<file path="config.mk">
export PLATFORM = sky130hd
export DESIGN_NAME = flex_rollover_counter_flat
export DESIGN_NICKNAME = d
export VERILOG_FILES = /design/src/rtl/flex_rollover_counter_pkg.sv /design/src/rtl/flex_rollover_counter_if.sv /design/src/rtl/flex_rollover_counter_next.sv /design/src/rtl/flex_rollover_counter.sv /design/src/flat_wrapper.sv
export SDC_FILE = /design/constraint.sdc
export NUM_CORES = 1
export LEC_CHECK = 0
export BUFFER_PORTS_ARGS = -buffer_cell sky130_fd_sc_hd__buf_4
export CAP_MARGIN = 20
export CORE_AREA = 3 3 40 42
export CTS_CLUSTER_DIAMETER = 50
export DETAILED_ROUTE_END_ITERATION = 12
export DIE_AREA = 0 0 43 45
export MAX_ROUTING_LAYER = met4
export SYNTH_ARGS = -nofsm -noshare
export SYNTH_HDL_FRONTEND = slang
export SYNTH_HIERARCHICAL = 1
export SYNTH_SLANG_ARGS = --single-unit
export TNS_END_PERCENT = 30
</file>
<file path="constraint.sdc">
create_clock -name clk -period 1.9 [get_ports clk]
set_input_delay 0.095 -clock clk [delete_from_list [all_inputs] [get_ports clk]]
set_output_delay 0.095 -clock clk [all_outputs]
set_load 0.05 [all_outputs]
</file>
<file path="src/rtl/flex_rollover_counter_pkg.sv">
// ----------------------------------------------------------------------------
// flex_counter_pkg
// Shared definitions for the flex_rollover_counter slice.
//   DEFAULT_CNT_BITS : default width of the count and of the rollover value
//   WRAP_CNT_BITS    : width of the optional saturating rollover tally
//   cnt_op_e         : decision taken at each clock edge, highest priority first
// ----------------------------------------------------------------------------
package flex_counter_pkg;

   localparam int DEFAULT_CNT_BITS = 4;
   localparam int WRAP_CNT_BITS    = 8;

   typedef enum logic [2:0] {
      CNT_RESET,
      CNT_CLEAR,
      CNT_INC,
      CNT_WRAP,
      CNT_HOLD
   } cnt_op_e;

endpackage

</file>
<file path="src/rtl/flex_rollover_counter_if.sv">
// ----------------------------------------------------------------------------
// flex_rollover_counter_if
// Control/status bundle of the rollover counter.
//   clear          : synchronous clear of count and flag (master -> slave)
//   count_enable   : advance the count this cycle       (master -> slave)
//   rollover_val   : terminal count value               (master -> slave)
//   count_out      : registered count                   (slave -> master)
//   rollover_flag  : registered count == rollover_val   (slave -> master)
//   wrap_count     : saturating rollover tally, only when
//                    FLEX_COUNTER_WRAP_CNT_EN is defined (slave -> master)
// ----------------------------------------------------------------------------
interface flex_rollover_counter_if
   import flex_counter_pkg::*;
#(
   parameter int NUM_CNT_BITS = DEFAULT_CNT_BITS
);

   logic                    clear;
   logic                    count_enable;
   logic [NUM_CNT_BITS-1:0] rollover_val;
   logic [NUM_CNT_BITS-1:0] count_out;
   logic                    rollover_flag;
`ifdef FLEX_COUNTER_WRAP_CNT_EN
   logic [WRAP_CNT_BITS-1:0] wrap_count;

   modport master (
      output clear, count_enable, rollover_val,
      input  count_out, rollover_flag, wrap_count
   );

   modport slave (
      input  clear, count_enable, rollover_val,
      output count_out, rollover_flag, wrap_count
   );
`else
   modport master (
      output clear, count_enable, rollover_val,
      input  count_out, rollover_flag
   );

   modport slave (
      input  clear, count_enable, rollover_val,
      output count_out, rollover_flag
   );
`endif

endinterface

</file>
<file path="src/rtl/flex_rollover_counter_next.sv">
// ----------------------------------------------------------------------------
// flex_counter_next
// Purely combinational next-state logic of the rollover counter.
//   n_rst_i          : active-low reset request
//   clear_i          : clear request
//   count_enable_i   : advance request
//   rollover_val_i   : terminal count value
//   count_i, flag_i  : current registered count and flag
//   count_d_o        : next count
//   flag_d_o         : next flag (next count == rollover_val)
//   wrap_o           : strobe, an enabled edge that wraps the count back to 1
// ----------------------------------------------------------------------------
module flex_counter_next
   import flex_counter_pkg::*;
#(
   parameter int NUM_CNT_BITS = DEFAULT_CNT_BITS
) (
   input  logic                    n_rst_i,
   input  logic                    clear_i,
   input  logic                    count_enable_i,
   input  logic [NUM_CNT_BITS-1:0] rollover_val_i,
   input  logic [NUM_CNT_BITS-1:0] count_i,
   input  logic                    flag_i,
   output logic [NUM_CNT_BITS-1:0] count_d_o,
   output logic                    flag_d_o,
   output logic                    wrap_o
);

   localparam logic [NUM_CNT_BITS-1:0] ONE = {{(NUM_CNT_BITS-1){1'b0}}, 1'b1};

   cnt_op_e                 op;
   logic [NUM_CNT_BITS-1:0] cnt_inc;

   // Only reached when count_i < rollover_val_i, so this never overflows.
   assign cnt_inc = count_i + ONE;

   always_comb begin
      op = CNT_HOLD;
      if (!n_rst_i) begin
         op = CNT_RESET;
      end else if (clear_i) begin
         op = CNT_CLEAR;
      end else if (count_enable_i) begin
         // A zero terminal value disables the counter: it reads as cleared.
         if (rollover_val_i == '0)
            op = CNT_CLEAR;
         // >= rather than == so a lowered rollover_val still wraps.
         else if (count_i >= rollover_val_i)
            op = CNT_WRAP;
         else
            op = CNT_INC;
      end
   end

   always_comb begin
      count_d_o = count_i;
      flag_d_o  = flag_i;
      wrap_o    = 1'b0;
      unique case (op)
         CNT_RESET, CNT_CLEAR: begin
            count_d_o = '0;
            flag_d_o  = 1'b0;
         end
         CNT_WRAP: begin
            count_d_o = ONE;
            flag_d_o  = (rollover_val_i == ONE);
            wrap_o    = 1'b1;
         end
         CNT_INC: begin
            count_d_o = cnt_inc;
            flag_d_o  = (cnt_inc == rollover_val_i);
         end
         default: begin
            count_d_o = count_i;
            flag_d_o  = flag_i;
         end
      endcase
   end

endmodule

</file>
<file path="src/rtl/flex_rollover_counter.sv">
// ----------------------------------------------------------------------------
// flex_rollover_counter
// Up-counter with a run-time programmable rollover value. Counts 1..R and
// wraps to 1; rollover_flag is high while the count equals R. All outputs are
// registered.
//   clk    : system clock, rising edge
//   n_rst  : synchronous active-low reset
//   bus    : flex_rollover_counter_if.slave (clear, count_enable,
//            rollover_val in; count_out, rollover_flag [, wrap_count] out)
// Build option FLEX_COUNTER_WRAP_CNT_EN adds bus.wrap_count, a saturating
// 8-bit tally of rollovers, zeroed by reset or clear.
// ----------------------------------------------------------------------------
module flex_rollover_counter
   import flex_counter_pkg::*;
#(
   parameter int NUM_CNT_BITS = DEFAULT_CNT_BITS
) (
   input  logic                    clk,
   input  logic                    n_rst,
   flex_rollover_counter_if.slave  bus
);

   logic [NUM_CNT_BITS-1:0] count_q, count_d;
   logic                    flag_q, flag_d;
   logic                    wrap_stb;

   flex_counter_next #(
      .NUM_CNT_BITS (NUM_CNT_BITS)
   ) u_next (
      .n_rst_i        (n_rst),
      .clear_i        (bus.clear),
      .count_enable_i (bus.count_enable),
      .rollover_val_i (bus.rollover_val),
      .count_i        (count_q),
      .flag_i         (flag_q),
      .count_d_o      (count_d),
      .flag_d_o       (flag_d),
      .wrap_o         (wrap_stb)
   );

   always_ff @(posedge clk) begin
      if (!n_rst) begin
         count_q <= '0;
         flag_q  <= 1'b0;
      end else begin
         count_q <= count_d;
         flag_q  <= flag_d;
      end
   end

   assign bus.count_out     = count_q;
   assign bus.rollover_flag = flag_q;

`ifdef FLEX_COUNTER_WRAP_CNT_EN
   logic [WRAP_CNT_BITS-1:0] wrap_q;

   always_ff @(posedge clk) begin
      if (!n_rst || bus.clear)
         wrap_q <= '0;
      else if (wrap_stb && (wrap_q != '1))
         wrap_q <= wrap_q + WRAP_CNT_BITS'(1);
   end

   assign bus.wrap_count = wrap_q;
`else
   logic unused_wrap_stb;
   assign unused_wrap_stb = wrap_stb;
`endif

endmodule

</file>
<file path="src/flat_wrapper.sv">
// flat-port wrapper written by rule: the top's interface ports become plain ports
module flex_rollover_counter_flat import flex_counter_pkg::*;
#(
   parameter int NUM_CNT_BITS = DEFAULT_CNT_BITS
)
  (clk, n_rst, bus_clear, bus_count_enable, bus_rollover_val, bus_count_out, bus_rollover_flag);
  flex_rollover_counter_if #(.NUM_CNT_BITS(NUM_CNT_BITS)) bus_i ();
  input  logic clk;
  input  logic n_rst;
  input wire logic [$bits(bus_i.clear)-1:0] bus_clear;
  input wire logic [$bits(bus_i.count_enable)-1:0] bus_count_enable;
  input wire logic [$bits(bus_i.rollover_val)-1:0] bus_rollover_val;
  output wire logic [$bits(bus_i.count_out)-1:0] bus_count_out;
  output wire logic [$bits(bus_i.rollover_flag)-1:0] bus_rollover_flag;
  assign bus_i.clear = bus_clear;
  assign bus_i.count_enable = bus_count_enable;
  assign bus_i.rollover_val = bus_rollover_val;
  assign bus_count_out = bus_i.count_out;
  assign bus_rollover_flag = bus_i.rollover_flag;
  flex_rollover_counter #(.NUM_CNT_BITS(NUM_CNT_BITS)) u_core (.clk(clk), .n_rst(n_rst), .bus(bus_i));
endmodule
</file>
==> impl_metrics.toml <==
[synth]
syn-cell-area_um2 = 513
synth.net_count = 79
ys_warn_count = 6
synth_cells = 66
syn_avg_cell_area_um2 = 7.77

[detailed_routing]
dr.pass1.iters = 4
drt_wl_total_mm = 1.31
drt-wirelength-per-cell_um = 13.3
drc = 0
vias_per_cell = 5.42
ant_nets = 0
drtIter0Drc = 18
vias = 537

[timing]
fmax_mhz = 559
tns_ps = 0
finalSetupViolCount = 0
slew_viol_final = 0
finalCriticalPeriod_ps = 1790
finClkSkew_ps = 4.18
whs_ps = 111
finalCritPeriodShare = 0.941
tightest_slew_ps = 331
setup_slack_ps = 111
slew_headroom = 0.779
rsz0062_at_grt = "no"
finalHoldViolCount = 0

[grt]
grt_overflow = 0
grt_first_pass_wirelength_mm = 2.08
grt_max_degree = 8
grt_usage = 0.148
first_global_vias = 472
antenna_found_initial = 0

[critical_path]
criticalPathCategory = "register to register"
worstPathRequired_ps = 2040
worst_setup_path_start_kind = "register"
r2r-start = "u_core/bus.count_out[0]"
path_max_fanout = 6
crit_start = "u_core/bus.count_out[0]"
crit_path_end_kind = "register"
cp.arrival_ps = 1930

[power_and_ir_drop]
leakage_nw = 0.314
finalPower_w = 0.000283
p_per_area_nw_per_um2 = 417
ir_worst_vdd_mv = 0.317

[clocking]
path_clk_slew_ps = 40
clockBufferDepth = 2
clock-sinks = 5
tritoncts = "built"
insertion_delay_ps = 240
cts-hold-fix-buffers = 0
post_cts_buffers = 0
h-tree-depth = 1
post_cts_resize_count = 0
cts_root_buffer = "clkbuf_4"
cts_buffers = 3

[placement]
place_ws_ps = 33.3
place_congestion = 0.840
port_buffers = 12
dp_hpwl_mm = 1.01
dpl_cell_area_um2 = 642

[job]
drv_cap = 0

[hold_path]
hp-start = "n_rst"
hold_class = "input port to register"

[floorplanning]
dieArea_um2 = 1940
core_area_um2 = 1280
die_w_um = 43
start_util = 0.399
rows = 13
die_h_um = 45
ios = 13

[finish]
syn_to_final_growth_pct = 32.0
final_common_cell = "buf_4"
drive_gt1_frac = 0.321
nFillCells = 130
final_nets = 98
final_cell_mix = "buf_4, and2_1, inv_1, nand2_1, ha_1"
antenna_cells = 0
design_area_um2 = 677

[run_status]
status = "finished clean"
[through the flow]
step | instances | utilization
CTS | 99 | 0.520
floorplan | 66 | -
detailed placement | 95 | 0.500
finish | 99 | 0.527
global placement | 95 | 0.500
global route | 99 | 0.527
[sequential cells by signal (all words and copies together) (netlist names)]
register / count
u_core/bus.count_out: 4
u_core/bus.rollover_flag: 1
[layer usage]
metal / track usage / part of all wire / wire, um
met1: 0.175 / 0.48 / 632
met2: 0.254 / 0.48 / 624
met3: 0.0478 / 0.043 / 56
met4: 0.0181 / 0 / 0
met5: - / 0 / 0
[worst max-delay path, cell delays in order (launching register included)]
cell and delay [ps]:
dfxtp_2 390, inv_1 80, ha_1 280, o2111ai_1 330
nand3_1 140, a211oi_2 250, a211oi_2 60, and2_1 150
[path summary, 6_finish.rpt]
kind | to | slack (ps) | depth (start not counted)
max reg2reg | u_core/bus.rollover_flag | 110 | 7
min | u_core/bus.rollover_flag | 110 | 2
min reg2reg | u_core/bus.count_out[1] | 660 | 2
max | u_core/bus.rollover_flag | 110 | 7
[report_power, final]
part	switching, W	total [W]	internal [W]	leakage [nW]
clock	0.0000413	0.000121	0.0000793	0.0150
combinational	0.0000289	0.0000544	0.0000255	0.256
sequential	0.00000131	0.000108	0.000106	0.0423
total	0.0000716	0.000283	0.000211	0.314
[cell type report]
cell class	instances	area (um2)	area share
sequential	5	105	0.155
multi-input combinational	56	403	0.595
tap	15	18.8	0.0277
inverter	5	18.8	0.0277
timing repair buffer	14	105	0.155
clock buffer	4	26.3	0.0388
(Power assumes the default switching activity.)
